$ cat src/rtl/btn_pkg.sv
// ---------------------------------------------------------------------------
// btn_pkg
// Shared definitions for the debounced button reader: per-channel FSM state
// encoding and the helper that sizes the debounce/hold counters.
// ---------------------------------------------------------------------------
package btn_pkg;

   typedef enum logic [2:0] {
      RELEASED     = 3'd0,
      PRESS_PEND   = 3'd1,
      PRESSED      = 3'd2,
      LONG_HELD    = 3'd3,
      RELEASE_PEND = 3'd4
   } btn_state_t;

   // Width able to hold max(a, b) - 1, never less than one bit.
   function automatic int unsigned cnt_width(input int unsigned a,
                                             input int unsigned b);
      int unsigned m;
      m = (a > b) ? a : b;
      return (m < 2) ? 1 : $clog2(m);
   endfunction

endpackage

$ cat src/rtl/btn_chan.sv
// ---------------------------------------------------------------------------
// btn_chan
// One button channel: 2-FF synchronizer, debounce FSM, debounce counter and
// long-press hold counter. Input is already polarity-corrected (1 = pressed).
//
// Ports
//   clk          system clock
//   rst          asynchronous, active-high reset
//   pin          raw (asynchronous) pressed indication
//   level        debounced pressed state
//   press        1-cycle pulse on accepted press
//   release_evt  1-cycle pulse on accepted release ("release" is a reserved word)
//   long_press   1-cycle pulse once per press after the hold time
//   was_long     valid with release_evt: long_press fired during that press
// ---------------------------------------------------------------------------
module btn_chan
   import btn_pkg::*;
#(
   parameter int unsigned DEBOUNCE_CYC = 500000,
   parameter int unsigned LONG_CYC     = 50000000
) (
   input  logic clk,
   input  logic rst,
   input  logic pin,
   output logic level,
   output logic press,
   output logic release_evt,
   output logic long_press,
   output logic was_long
);

   localparam int unsigned CW = cnt_width(DEBOUNCE_CYC, LONG_CYC);
   localparam logic [CW-1:0] D_LAST = CW'(DEBOUNCE_CYC - 1);
   localparam logic [CW-1:0] L_LAST = CW'(LONG_CYC - 1);

   logic          s1, s2;
   btn_state_t    state;
   logic [CW-1:0] dcnt;
   logic [CW-1:0] hcnt;
   logic          long_flag;

   always_ff @(posedge clk or posedge rst) begin
      if (rst) begin
         s1 <= 1'b0;
         s2 <= 1'b0;
      end else begin
         s1 <= pin;
         s2 <= s1;
      end
   end

   // Counters are compared before incrementing, so they never wrap.
   // hcnt is left untouched in LONG_HELD and RELEASE_PEND, which is what
   // makes a release bounce pause (rather than restart) the hold time.
   always_ff @(posedge clk or posedge rst) begin
      if (rst) begin
         state       <= RELEASED;
         dcnt        <= '0;
         hcnt        <= '0;
         long_flag   <= 1'b0;
         level       <= 1'b0;
         press       <= 1'b0;
         release_evt <= 1'b0;
         long_press  <= 1'b0;
         was_long    <= 1'b0;
      end else begin
         press       <= 1'b0;
         release_evt <= 1'b0;
         long_press  <= 1'b0;
         was_long    <= 1'b0;
         case (state)
            RELEASED: begin
               if (s2) begin
                  state <= PRESS_PEND;
                  dcnt  <= '0;
               end
            end
            PRESS_PEND: begin
               if (!s2) begin
                  state <= RELEASED;
               end else if (dcnt == D_LAST) begin
                  state     <= PRESSED;
                  press     <= 1'b1;
                  level     <= 1'b1;
                  hcnt      <= '0;
                  long_flag <= 1'b0;
               end else begin
                  dcnt <= dcnt + CW'(1);
               end
            end
            PRESSED: begin
               if (!s2) begin
                  state <= RELEASE_PEND;
                  dcnt  <= '0;
               end else if (hcnt == L_LAST) begin
                  state      <= LONG_HELD;
                  long_press <= 1'b1;
                  long_flag  <= 1'b1;
               end else begin
                  hcnt <= hcnt + CW'(1);
               end
            end
            LONG_HELD: begin
               if (!s2) begin
                  state <= RELEASE_PEND;
                  dcnt  <= '0;
               end
            end
            RELEASE_PEND: begin
               if (s2) begin
                  state <= long_flag ? LONG_HELD : PRESSED;
               end else if (dcnt == D_LAST) begin
                  state       <= RELEASED;
                  release_evt <= 1'b1;
                  was_long    <= long_flag;
                  level       <= 1'b0;
               end else begin
                  dcnt <= dcnt + CW'(1);
               end
            end
            default: state <= RELEASED;
         endcase
      end
   end

endmodule

$ cat src/rtl/btn_reader.sv
// ---------------------------------------------------------------------------
// btn_reader
// Debounced multi-channel push-button/switch reader. Each pin is polarity
// corrected, then handled by an independent btn_chan instance.
//
// Ports
//   clk          system clock
//   rst          asynchronous, active-high reset
//   pins_in      raw asynchronous button pins            [N_BTN]
//   level        debounced pressed state, 1 = pressed    [N_BTN]
//   press        1-cycle pulse on accepted press         [N_BTN]
//   release_evt  1-cycle pulse on accepted release       [N_BTN]
//                ("release" is a reserved word)
//   long_press   1-cycle pulse, at most once per press   [N_BTN]
//   was_long     with release_evt: long press occurred   [N_BTN]
// ---------------------------------------------------------------------------
module btn_reader #(
   parameter int unsigned N_BTN        = 4,
   parameter int unsigned DEBOUNCE_CYC = 500000,
   parameter int unsigned LONG_CYC     = 50000000,
   parameter bit          ACTIVE_LOW   = 1'b0
) (
   input  logic             clk,
   input  logic             rst,
   input  logic [N_BTN-1:0] pins_in,
   output logic [N_BTN-1:0] level,
   output logic [N_BTN-1:0] press,
   output logic [N_BTN-1:0] release_evt,
   output logic [N_BTN-1:0] long_press,
   output logic [N_BTN-1:0] was_long
);

   logic [N_BTN-1:0] pins_act;

   assign pins_act = ACTIVE_LOW ? ~pins_in : pins_in;

   for (genvar g = 0; g < N_BTN; g++) begin : g_chan
      btn_chan #(
         .DEBOUNCE_CYC (DEBOUNCE_CYC),
         .LONG_CYC     (LONG_CYC)
      ) u_chan (
         .clk         (clk),
         .rst         (rst),
         .pin         (pins_act[g]),
         .level       (level[g]),
         .press       (press[g]),
         .release_evt (release_evt[g]),
         .long_press  (long_press[g]),
         .was_long    (was_long[g])
      );
   end

endmodule

$ cat config.mk
export PLATFORM = sky130hd
export DESIGN_NAME = btn_reader
export DESIGN_NICKNAME = d
export VERILOG_FILES = /design/src/rtl/btn_pkg.sv /design/src/rtl/btn_chan.sv /design/src/rtl/btn_reader.sv
export SDC_FILE = /design/constraint.sdc
export NUM_CORES = 1
export LEC_CHECK = 0
export BUFFER_PORTS_ARGS = -buffer_cell sky130_fd_sc_hd__buf_2
export CORE_ASPECT_RATIO = 1.2
export CORE_MARGIN = 1.5
export CORE_UTILIZATION = 50
export CTS_BUF_LIST = sky130_fd_sc_hd__clkbuf_4 sky130_fd_sc_hd__clkbuf_8
export DETAILED_ROUTE_END_ITERATION = 10
export GPL_TIMING_DRIVEN = 1
export PLACE_DENSITY = 0.75
export SLEW_MARGIN = 40
export SYNTH_ARGS = -nofsm -noshare
export SYNTH_HDL_FRONTEND = slang
export SYNTH_SLANG_ARGS = --single-unit
$ cat constraint.sdc
create_clock -name clk -period 8.2 [get_ports clk]
set_input_delay 0.41 -clock clk [delete_from_list [all_inputs] [get_ports clk]]
set_output_delay 0.41 -clock clk [all_outputs]
set_load 0.005 [all_outputs]
==> impl_metrics.csv <==
group,metric,value,unit
power_and_ir_drop,peakVddDrop,0.154,mV
logic_synthesis,seq_area_frac_synth,43.8,%
final_layout,drive_gt1_share,11.1,%
logic_synthesis,synthArstFlopShare,100,%
power_and_ir_drop,p_switching,631,uW
place,gp_congestion,0.899,
global_routing,grt_max_degree,125,
clock_tree,cts_tree,"built",
setup_path,slowest_stage,"or4_1",
power_and_ir_drop,power,2740,uW
clock_tree,cts_sinks,252,
clock_tree,cts_buffers,45,
sta,slew_headroom,43.8,%
final_layout,nets,1565,
die,fp.dieW,158,um
sta,finalHoldViolCount,0,
sta,fin_crit,2760,ps
die,core,28100,sq um
power_and_ir_drop,p_int,2110,uW
route,drc,0,
logic_synthesis,synth.top_cell.area_share,43.8,%
route,drtPass1Iterations,5,
final_layout,stdcell_count,1967,
global_routing,grt_usage,21.7,%
sta,finalSetupViolCount,0,
logic_synthesis,syn_inst,1563,
sta,tns,0,ps
setup_path,critPathMaxFanout,20,
logic_synthesis,synth_area_leaders,"dfrtp_1 44%, nand2_1 3.3%, nand3_1 3.1%",
logic_synthesis,netlist_area,14400,sq um
sta,post-route-period-util,33.6,%
final_layout,ff_latch_area,6310,sq um
sta,fmax,363,MHz
logic_synthesis,synth-seq-cells,252,
power_and_ir_drop,p_leak,0.00665,uW
place,place_area,14600,sq um
final_layout,multi_input_area,7450,sq um
clock_tree,clock_path_buffers,3,
clock_tree,clk_pin_slew,60,ps
logic_synthesis,synth_common_cells,"252 x dfrtp_1, 125 x nand2_1, 113 x nor2_1, 90 x nand3_1, 60 x nand4_1",
final_layout,area_growth,9.23,%
setup_path,crit_path_start_kind,"flop",
route,vias_per_cell,6.23,
logic_synthesis,syn_area_per_cell,9.21,sq um
die,pin_count,26,
power_and_ir_drop,pwr-share-seq,46.4,%
route,postRouteAntennaNets,0,
setup_path,slowest_delay,600,ps
global_routing,antenna_found_initial,0,
power_and_ir_drop,pwr-share-comb,3.1,%
place,portBuffers,25,
sta,fin_skew,15.9,ps
die,dieHeight,189,um
hold_path,hold_class,"reg -> reg",
setup_path,worst_ep_required_time,8710,ps
logic_synthesis,synth_edf_count,0,
logic_synthesis,syn-num-nets,1577,
route,wire_per_inst,16.3,um
logic_synthesis,yosysTopAreaCell,"dfrtp_1",
clock_tree,clockRootBuffer,"clkbuf_8",
sta,rsz0062_at_grt,"no",
route,wirelength,32.0,mm
sta,slew_violations,0,
sta,tightestPinTransition,837,ps
power_and_ir_drop,switching_share,23.0,%
outcome,outcome,"complete, no violations",
setup_path,cp.arrival,3260,ps
power_and_ir_drop,clkPwrFrac,50.4,%
setup_path,critical_path_class,"reg -> reg",
route,vias,12300,
global_routing,grt-ovfl-total,0,
global_routing,grt_pass1_vias,11600,
job,maxCapViolCount,0,
final_layout,diodes,0,
die,dieArea,29800,sq um
die,num_rows,67,
logic_synthesis,ys.flop_type,"dfrtp_1",
place,place_ws,5440,ps
clock_tree,clkLatencyLatePin,570,ps
final_layout,n_fill_cell,2436,
die,start_util,51.2,%
setup_path,path_cells,"ha_1, and4_1, and3_1, nand4_1, inv_1, or4_1, nand2_1",
setup_path,critPathCaptureType,"flop",
sta,setup_ws,5440,ps
power_and_ir_drop,p_per_area,174,nW/um^2
place,dp_hpwl,21.1,mm
clock_tree,h-tree-depth,2,
logic_synthesis,ys_warn_count,0,
route,first_iter_violations,788,
place,placed_cells,1877,
global_routing,grt_pass1_wl,54.2,mm
final_layout,design_area,15700,sq um
logic_synthesis,yosys.cell_types.count,90,
logic_synthesis,yosysMostFrequentCell,"dfrtp_1",
layout by cell type, fill, tap and decap left out, types with 10 or more instances in the layout:
cell	instances
xnor2_1	42
a31oi_1	45
nor3_1	51
a21o_1	11
nor4b_1	14
o31ai_1	36
nand4_1	60
or4_1	35
mux2i_1	12
o21ai_0	54
a21oi_2	14
a211o_1	18
nand3_1	90
nor2b_1	10
or3_1	29
inv_1	39
dfrtp_1	252
buf_2	25
nand2_1	125
nor2_1	113
clkbuf_8	55
nor4_1	41
o211ai_1	15
xor2_1	18
and3_1	59
clkinv_2	15
and2_1	18
and4_1	32
a21oi_1	56
nand2b_1	17
per-layer routing:
metal	part of all wire, %	vias to the layer above	wire length (um)	global-route usage [%]
met1	44	6003	14000	28.2
met2	49	319	15800	36.2
met5	0	-	0	0
met4	2.1	0	684	7.98
li1	-	5871	-	-
met3	4.6	62	1470	3.73
sequential cells by signal (all words and copies together) (netlist names):
name                       cells
g_chan.u_chan.press            4
g_chan.u_chan.s1               4
g_chan.u_chan.release_evt      4
g_chan.u_chan.long_flag        4
g_chan.u_chan.dcnt           104
g_chan.u_chan.state           12
g_chan.u_chan.level            4
g_chan.u_chan.s2               4
g_chan.u_chan.hcnt           104
g_chan.u_chan.was_long         4
g_chan.u_chan.long_press       4
worst paths after layout:
path / from / to / slack (ps) / depth (start not counted)
max reg2reg: g_chan[2].u_chan.dcnt[0] / g_chan[2].u_chan.hcnt[12] / 5440 / 7
max in group asynchronous: rst / g_chan[1].u_chan.hcnt[15] / 6480 / 4
min reg2reg: g_chan[3].u_chan.s1 / g_chan[3].u_chan.s2 / 350 / 0
min in group asynchronous: rst / g_chan[2].u_chan.dcnt[1] / 510 / 3
max: g_chan[2].u_chan.dcnt[0] / g_chan[2].u_chan.hcnt[12] / 5440 / 7
min: g_chan[3].u_chan.s1 / g_chan[3].u_chan.s2 / 350 / 0
stage by stage:
step | hold slack [ps] | util [%]
floorplan | 331 | -
global placement | 333 | 51.8
detailed placement | 336 | 51.9
CTS | 351 | 55.9
global route | 352 | 56.0
finish | 349 | 56.0
cell type report:
cell class | count | area share (%)
Multi-Input combinational cell | 1174 | 47.4
Sequential cell | 252 | 40.1
Clock buffer | 60 | 5.06
Tap cell | 379 | 3.02
Clock inverter | 24 | 1.80
Timing Repair Buffer | 38 | 1.57
Inverter | 40 | 1.04
power groups by stage:
| stage | registers [uW] | logic, uW | clock network (uW) |
|---|---|---|---|
| after floorplan | 1290 | 69.3 | 0 |
| after global placement | 1290 | 82.1 | 0 |
| after detailed placement | 1290 | 85.2 | 0 |
| after CTS | 1270 | 87.1 | 1420 |
| after global routing | 1270 | 98.7 | 1480 |
| final | 1270 | 85.5 | 1380 |
critical path, delay by kind of cell, from the launching register on:
kind          cells  cell delay [ps]
simple gates      5             1550
fa+ha+maj         1              260
flops             1              420
buf+inv           1              460
cells by family after synthesis:
group,count (synthesis),synth area share (%)
simple gates,747,29.3
fa+ha+maj,8,0.696
mux,14,0.991
compound gates,345,16.9
flops,252,43.8
buf+inv,137,4.64
xor+xnor,60,3.65
what timing repair did:
| item | CTS | global route |
|---|---|---|
| setup buffers | 0 | 0 |
| hold buffers | 5 | 0 |
| endpoints found under the setup margin | 0 | 0 |
| endpoints found under the hold margin | 111 | 0 |
| gates resized for setup | 0 | 0 |
Note: power is estimated with default switching activity, not from simulation.
